--- src/rtl/rom_row_loader.sv ---
// rtl/rom_row_loader.sv - ROM-to-row-buffer loader feeding the CNN front end
//
// Purpose: reads one image row of IM_SIZE words at a time from the sample
// ROM into a parallel row buffer and presents each completed row downstream
// with a valid/ready handshake. It walks all NUM_ROWS rows of the selected
// sample, pulses frame_done after the last row is accepted, and can step to
// the next sample at any time.
//
// Ports:
//   clk, rst      single clock; synchronous active-high reset
//   en            fetch enable, low stalls ROM address issue
//   next_sample   step sample_sel and abort the current frame
//   rom_data      ROM read data, valid one cycle after rom_addr
//   rom_addr      ROM read address
//   sample_sel    selected sample (ROM bank select)
//   row_data      row buffer, word k at [k*DATA_W +: DATA_W]
//   row_valid     row_data holds a complete row
//   row_ready     downstream accepts the presented row
//   row_idx       row held in row_data / being fetched
//   frame_done    one-cycle pulse after the last row is accepted
//   busy          high whenever the loader is not idle
module rom_row_loader #(
    parameter int DATA_W   = 32,
    parameter int IM_SIZE  = 32,
    parameter int NUM_ROWS = 32,
    parameter int ADDR_W   = 10,
    parameter int SAMPLE_W = 4,
    localparam int ROW_W   = (NUM_ROWS > 1) ? $clog2(NUM_ROWS) : 1,
    localparam int IDX_W   = (IM_SIZE > 1) ? $clog2(IM_SIZE) : 1
) (
    input  logic                      clk,
    input  logic                      rst,
    input  logic                      en,
    input  logic                      next_sample,
    input  logic [DATA_W-1:0]         rom_data,
    output logic [ADDR_W-1:0]         rom_addr,
    output logic [SAMPLE_W-1:0]       sample_sel,
    output logic [DATA_W*IM_SIZE-1:0] row_data,
    output logic                      row_valid,
    input  logic                      row_ready,
    output logic [ROW_W-1:0]          row_idx,
    output logic                      frame_done,
    output logic                      busy
);

    typedef enum logic [2:0] {
        S_IDLE,
        S_FETCH,
        S_DRAIN,
        S_PRESENT,
        S_DONE
    } state_t;

    state_t                      r_state;
    state_t                      w_next_state;

    logic [ADDR_W-1:0]           r_rom_addr;
    logic [SAMPLE_W-1:0]         r_sample_sel;
    logic [ROW_W-1:0]            r_row_idx;
    logic                        r_row_valid;
    logic [DATA_W*IM_SIZE-1:0]   r_row_data;
    logic [IDX_W-1:0]            r_issue_cnt;
    // Capture pipeline: one entry tracking the word issued last cycle.
    logic                        r_cap_valid;
    logic [IDX_W-1:0]            r_cap_idx;

    logic                        w_issue;
    logic                        w_last_issue;
    logic                        w_handshake;
    logic                        w_last_row;

    assign w_issue      = (r_state == S_FETCH) && en;
    assign w_last_issue = w_issue && (r_issue_cnt == IDX_W'(IM_SIZE - 1));
    assign w_handshake  = (r_state == S_PRESENT) && r_row_valid && row_ready;
    assign w_last_row   = (r_row_idx == ROW_W'(NUM_ROWS - 1));

    // State register; next_sample overrides the FSM and parks it in IDLE.
    always_ff @(posedge clk) begin
        if (rst || next_sample) begin
            r_state <= S_IDLE;
        end else begin
            r_state <= w_next_state;
        end
    end

    // Next-state logic
    always_comb begin
        w_next_state = r_state;
        case (r_state)
            S_IDLE:    if (en) w_next_state = S_FETCH;
            S_FETCH:   if (w_last_issue) w_next_state = S_DRAIN;
            S_DRAIN:   w_next_state = S_PRESENT;
            S_PRESENT: if (w_handshake) w_next_state = w_last_row ? S_DONE : S_FETCH;
            S_DONE:    w_next_state = S_IDLE;
            default:   w_next_state = S_IDLE;
        endcase
    end

    // Output logic
    always_comb begin
        busy       = (r_state != S_IDLE);
        frame_done = (r_state == S_DONE);
    end

    // Datapath: address walk, capture pipeline, row bookkeeping.
    always_ff @(posedge clk) begin
        if (rst) begin
            r_rom_addr   <= '0;
            r_sample_sel <= '0;
            r_row_idx    <= '0;
            r_row_valid  <= 1'b0;
            r_row_data   <= '0;
            r_issue_cnt  <= '0;
            r_cap_valid  <= 1'b0;
            r_cap_idx    <= '0;
        end else if (next_sample) begin
            // Abort: the in-flight word is dropped by clearing r_cap_valid.
            r_sample_sel <= r_sample_sel + SAMPLE_W'(1);
            r_rom_addr   <= '0;
            r_row_idx    <= '0;
            r_row_valid  <= 1'b0;
            r_issue_cnt  <= '0;
            r_cap_valid  <= 1'b0;
        end else begin
            r_cap_valid <= w_issue;
            r_cap_idx   <= r_issue_cnt;

            // The word issued last cycle lands in its issue-order slot.
            if (r_cap_valid) begin
                for (int k = 0; k < IM_SIZE; k++) begin
                    if (r_cap_idx == IDX_W'(k)) begin
                        r_row_data[k*DATA_W +: DATA_W] <= rom_data;
                    end
                end
            end

            case (r_state)
                S_FETCH: begin
                    if (en) begin
                        r_rom_addr  <= r_rom_addr + ADDR_W'(1);
                        r_issue_cnt <= w_last_issue ? '0 : r_issue_cnt + IDX_W'(1);
                    end
                end
                S_DRAIN: begin
                    r_row_valid <= 1'b1;
                end
                S_PRESENT: begin
                    // rom_addr already sits on the next row base here.
                    if (w_handshake) begin
                        r_row_valid <= 1'b0;
                        if (!w_last_row) begin
                            r_row_idx <= r_row_idx + ROW_W'(1);
                        end
                    end
                end
                S_DONE: begin
                    r_rom_addr <= '0;
                    r_row_idx  <= '0;
                end
                default: ;
            endcase
        end
    end

    assign rom_addr   = r_rom_addr;
    assign sample_sel = r_sample_sel;
    assign row_data   = r_row_data;
    assign row_valid  = r_row_valid;
    assign row_idx    = r_row_idx;

endmodule
--- config.mk ---
export PLATFORM = sky130hd
export DESIGN_NAME = rom_row_loader
export DESIGN_NICKNAME = d
export VERILOG_FILES = /design/src/rtl/rom_row_loader.sv
export SDC_FILE = /design/constraint.sdc
export NUM_CORES = 2
export LEC_CHECK = 0
export BUFFER_PORTS_ARGS = -buffer_cell sky130_fd_sc_hd__buf_2
export CELL_PAD_IN_SITES_DETAIL_PLACEMENT = 0
export CELL_PAD_IN_SITES_GLOBAL_PLACEMENT = 2
export CORE_AREA = 2 2 417 419
export CTS_CLUSTER_DIAMETER = 80
export DETAILED_ROUTE_END_ITERATION = 12
export DIE_AREA = 0 0 419 421
export HOLD_SLACK_MARGIN = 0.06
export PLACE_DENSITY_LB_ADDON = 0.2
export SLEW_MARGIN = 20
export SYNTH_ARGS = -nofsm -noshare
export SYNTH_HDL_FRONTEND = slang
export SYNTH_SLANG_ARGS = --single-unit
--- constraint.sdc ---
create_clock -name clk -period 2.9 [get_ports clk]
set_input_delay 0.145 -clock clk [delete_from_list [all_inputs] [get_ports clk]]
set_output_delay 0.145 -clock clk [all_outputs]
set_load 0.1 [all_outputs]
Yosys cells after proc, flatten, opt, wreduce, memory -nomap -nowiden. Index checks and enable logic that the tools add are counted.

$add $sub $neg: 4. Equal/unequal tests: 42. Multiplexer cells: 13. Bitwise logic cells: 1. Reduce and logical (&&, ||, !) cells: 49.

Operators with widths (number): $reduce_and 3->1 (34); $eq 5x5->1 const B (18); $eq 5x4->1 const B (8); $eq 5x3->1 const B (4); $pmux 10 s2 (1); $mux 5 (3); $mux 3 (4); $pmux 3 s4 (1); $add 10x1->10 const B (1); $add 5x1->5 const B (2); $eq 5x2->1 const B (2); $mux 10 (1); $ne 2x2->1 const B (5); $pmux 5 s2 (1); $eq 3x2->1 const B (2); $reduce_and 2->1 (3); $reduce_bool 2->1 (3); $eq 5x1->1 const B (1); $logic_not 5->1 (1); $add 4x1->4 const B (1); $logic_and 1x1->1 (4); $eq 3x1->1 const B (1); $eq 3x3->1 const B (1); $logic_not 3->1 (1); 6 further kinds (6).

Bits in registers: 1058. Output and inout port bits: 1046.

Depth between registers and ports, before layout.
Depth after elaboration: 5. Gate-level depth with buffers: 8. Mapped depth without buffers: 7.

Least setup slack after synthesis. No wires, ideal clock.

Path kind: register to register. Start point: register r_row_idx[0], in the netlist row_idx[0]. End point: register r_row_idx[3], in the netlist row_idx[3]. Arrival: 2328 ps. Data required time: 2833 ps. Setup slack: 505 ps. Cell stages (with the launch flop): 8. Buffers on the path: 0. Clock period less this slack: 2395 ps. Path through: dfxtp_1 ha_1 and3_1 ha_1 nand2b_1 or4_1 xor2_1 nor2_1.

Word-level cells in the longest chain between the ends: 4.

Ends and longest elaborated chain: start, declared (RTL line 59) `logic [ROW_W-1:0] r_row_idx;`; start signal, assigned (RTL line 152) `r_row_idx <= r_row_idx + ROW_W'(1);`; $add 5x1->5 (RTL line 152); $mux 5 (RTL line 151) `if (!w_last_row) begin`; $mux 5 (RTL line 149) `if (w_handshake) begin`; $pmux 5 s2 (RTL line 137) `case (r_state)`.

Several ways; a longest one is shown, not always the timed one. The select of a mux whose other input is x is not followed. A chain may end at the register's enable or synchronous reset.

Worst setup path in the final report.
Start point: register r_state[0]. End point: register r_state[1].

Word-level cells in the longest chain between the ends: 5.

Ends and longest elaborated chain: start, declared (RTL line 54) `state_t r_state;`; start signal, assigned (RTL line 82) `r_state <= w_next_state;`; $eq 3x2->1 or $eq 3x1->1 (tied branches) (RTL line 74, 89, 72); $logic_and 1x1->1 (on tied branches) (RTL line 74, 72); $logic_and 1x1->1 (on tied branches) (RTL line 74, 73); $ne 2x2->1 (no line); $reduce_and 3->1 (no line).

Several ways; a longest one is shown, not always the timed one.

==> flow_summary_export.csv <==
group,metric,value,unit
global_routing,grt_pass1_vias,33464,
drt,post_drt_via_cell_ratio,4.43,
run_status,outcome,"completed",
floorplan,die_x,419,um
worst_hold_path,min_path_type,"in2reg",
synth,yosysWarnings,0,
power_and_ir_drop,pwr-share-clk,51.3,%
setup_path,path_class,"reg2reg",
floorplan,rows,153,
global_routing,grt_pass1_wl,288000,um
power_and_ir_drop,p_int,24.4,mW
setup_path,cp.arrival,3.15,ns
floorplan,core,172000,um^2
clock_network,cts.sinks,1058,
clock_network,clockBufferDepth,3,
synth,synth.avg_cell_area,7.80,um^2
floorplan,dieHeight,421,um
clock_network,htree_num_levels,4,
drt,first_pass_iters,5,
synth,syn-cell-area,37200,um^2
placement,placed_area,45200,um^2
placement,dp_hpwl,142000,um
global_routing,antenna_found_initial,9,
global_routing,grt_usage,23.3,%
floorplan,ioPinCount,1083,
setup_path,critPathLaunchType,"flip-flop",
power_and_ir_drop,finalPower,32.2,mW
drt,drt_iter0_drc,2332,
clock_network,cts_buffers,134,
synth,syn_inst,4768,
setup_path,required,3.63,ns
layout,final_nets,5772,
synth,synth_cell_types,48,
setup_path,critPathMaxFanout,11,
layout,stdcell_area,49900,um^2
synth,yosysTopAreaCellShare,57.0,%
power_and_ir_drop,switchingPower,7.82,mW
power_and_ir_drop,peakVddDrop,0.588,mV
timing,fin_crit,2.42,ns
timing,setup_viol,0,
timing,fmax,414,MHz
power_and_ir_drop,leakagePower,20.0,nW
setup_path,critPathCapture,"r_state[1]",
setup_path,end_kind,"flip-flop",
job,max_cap_violations,0,
global_routing,grt_max_degree,147,
clock_network,cts_tree,"done",
clock_network,cts.root.buffer_cell,"clkbuf_16",
drt,num_vias,36136,
drt,wl_per_cell,26.3,um
synth,synth_nets,4811,
power_and_ir_drop,power.density,645,nW/um^2
timing,whs,0.199,ns
setup_path,critPathLaunch,"r_state[0]",
setup_path,r2r_setup_slack,0.48,ns
power_and_ir_drop,pwr-share-seq,45.2,%
power_and_ir_drop,combPwrFrac,3.5,%
placement,portBuffers,1082,
synth,yosysSeqAreaShare,57.0,%
clock_network,cts.reportedPaths.clkPinSlew,0.06,ns
timing,drv_slew,0,
timing,slew_headroom,31.1,%
clock_network,worstSkewPairLatency,0.79,ns
timing,hold_viol_final,0,
layout,area_growth,34.2,%
timing,worst_pin_slew,1.03,ns
global_routing,grt-ovfl-total,0,
synth,synth_top_area_cell,"dfxtp_1",
timing,period_share,83.4,%
drt,drtAntennaViolNets,0,
placement,gp_congestion,0.795,
layout,drive_above_1_share,25.4,%
timing,rsz0062_at_grt,"false",
floorplan,die-area,176000,um^2
drt,wirelength,214000,um
floorplan,start_util,21.6,%
setup_path,reg2regPathDepth,4,
power_and_ir_drop,p_sw_share,24.3,%
synth,synthTopCellsByArea,"dfxtp_1 57%, nand2_1 21%, a21oi_1 14%",
timing,tns,0,ns
timing,fin_skew,0.0273,ns
drt,drc,0,
synth,ys_seq_elements,1058,
setup_path,rr_startpoint,"r_state[0]",
setup_path,r2r-end,"r_state[1]",
[layer usage]
metal | vias to the layer above | wire length (um) | global-route usage, %
li1 | 17174 | - | -
met1 | 17579 | 87700 | 28.1
met2 | 1102 | 105000 | 39.9
met3 | 279 | 12100 | 4.89
met4 | 2 | 9520 | 9.99
met5 | - | 13 | 0
[worst min-delay path by stage]
stage	cells past startpoint	start	endpoint	slack [ns]
global route	4	rom_data[0]	row_data[160]	0.19
CTS	4	rom_data[0]	row_data[160]	0.12
global placement	3	rom_data[0]	row_data[160]	0.43
floorplan	1	en	r_state[1]	0.26
finish	4	rom_data[0]	row_data[160]	0.20
detailed placement	3	rom_data[0]	row_data[160]	0.43
[power by group through the flow]
stage | clock network, mW | logic [mW] | registers, mW
2_1_floorplan | 0 | 0.408 | 14.9
3_3_place_gp | 0 | 1.10 | 14.9
3_5_place_dp | 0 | 1.11 | 14.9
4_1_cts | 17.0 | 1.14 | 14.5
5_1_grt | 17.6 | 1.16 | 14.5
6_report | 16.5 | 1.12 | 14.6
[flip-flops by register name, indices dropped and copies added, names as in the netlist]
| register | cells |
|---|---|
| r_cap_valid | 1 |
| sample_sel | 4 |
| row_idx | 5 |
| row_data | 1024 |
| rom_addr | 10 |
| r_issue_cnt | 5 |
| r_state | 3 |
| r_cap_idx | 5 |
| row_valid | 1 |
[per-stage QoR]
step | setup slack [ns] | util (%) | instances
after CTS | 0.501 | 28.9 | 8152
after floorplan | 0.505 | - | 4768
after global placement | 0.643 | 26.2 | 7881
final | 0.482 | 28.9 | 8155
after detailed placement | 0.609 | 26.2 | 7881
after global routing | 0.265 | 28.9 | 8152
[layout by cell type (no fill, tap or decap), types with 13 or more instances in the layout]
master,netlist,routed
buf_4,31,104
clkbuf_16,0,135
dlygate4sd3_1,0,37
nand2_2,0,13
clkinv_2,0,20
clkbuf_8,0,32
buf_12,0,31
nor2_4,11,22
nand2_1,2088,2075
a21oi_1,1032,1032
buf_2,38,1081
xor2_1,13,13
clkbuf_1,357,29
nor2_1,42,30
dfxtp_1,1058,1058
[kinds of logic (layout without fill, tap and decap cells)]
kind of cell / Yosys count / after routing / share of synthesized area [%]
other cells: 0 / 3 / 0
xor+xnor: 15 / 15 / 0.353
simple gates: 2212 / 2212 / 23.4
buf+inv: 430 / 1489 / 4.84
flops: 1058 / 1058 / 57.0
fa+ha+maj: 6 / 6 / 0.202
compound gates: 1039 / 1039 / 14.0
mux: 8 / 8 / 0.215
[cells in the mapped netlist, drive strengths merged]
| library cell | instances |
|---|---|
| o221a | 1 |
| and3 | 5 |
| ha | 6 |
| and2 | 11 |
| nand2b | 3 |
| nand4 | 5 |
| nand2 | 2088 |
| nor4b | 4 |
| clkbuf | 357 |
| or4 | 4 |
| and3b | 2 |
| inv | 1 |
| dfxtp | 1058 |
| nor4 | 1 |
| and4 | 1 |
| a2bb2oi | 1 |
| nand3 | 8 |
| mux2i | 8 |
| or3 | 2 |
| and4bb | 3 |
| nor3b | 1 |
| nor2 | 54 |
| buf | 72 |
| nand4bb | 4 |
| nor3 | 3 |
| nand3b | 4 |
| xnor2 | 2 |
| a21oi | 1032 |
| or2 | 1 |
| nor2b | 1 |
| or4b | 3 |
| a31oi | 1 |
| nor4bb | 1 |
| xor2 | 13 |
| a2111oi | 1 |
| o21ai | 2 |
| a22oi | 1 |
| and4b | 2 |
| nand4b | 1 |
[timing repair]
action | CTS | global route
resized for setup | 0 | 0
hold buffers | 37 | 0
buffers inserted | 0 | 0
endpoints found under the hold margin | 604 | 0
[layout make-up]
class	instances	area (um^2)
diodes	3	7.51
clock buffers	196	3930
clock inverters	38	348
fillers	18936	123000
inverters	1	3.75
multi-input cells	3280	14300
flip-flops and latches	1058	21200
well taps	2325	2910
repair buffers	1254	7200
[worst max-delay path, cell delays in order (launching register included)]
cell and delay (ns):
dfxtp_1 0.51, nor4bb_2 0.73, a22oi_1 0.19, a2111oi_0 0.35, dlygate4sd3_1 0.60
Power figures use the tool's default switching activity.
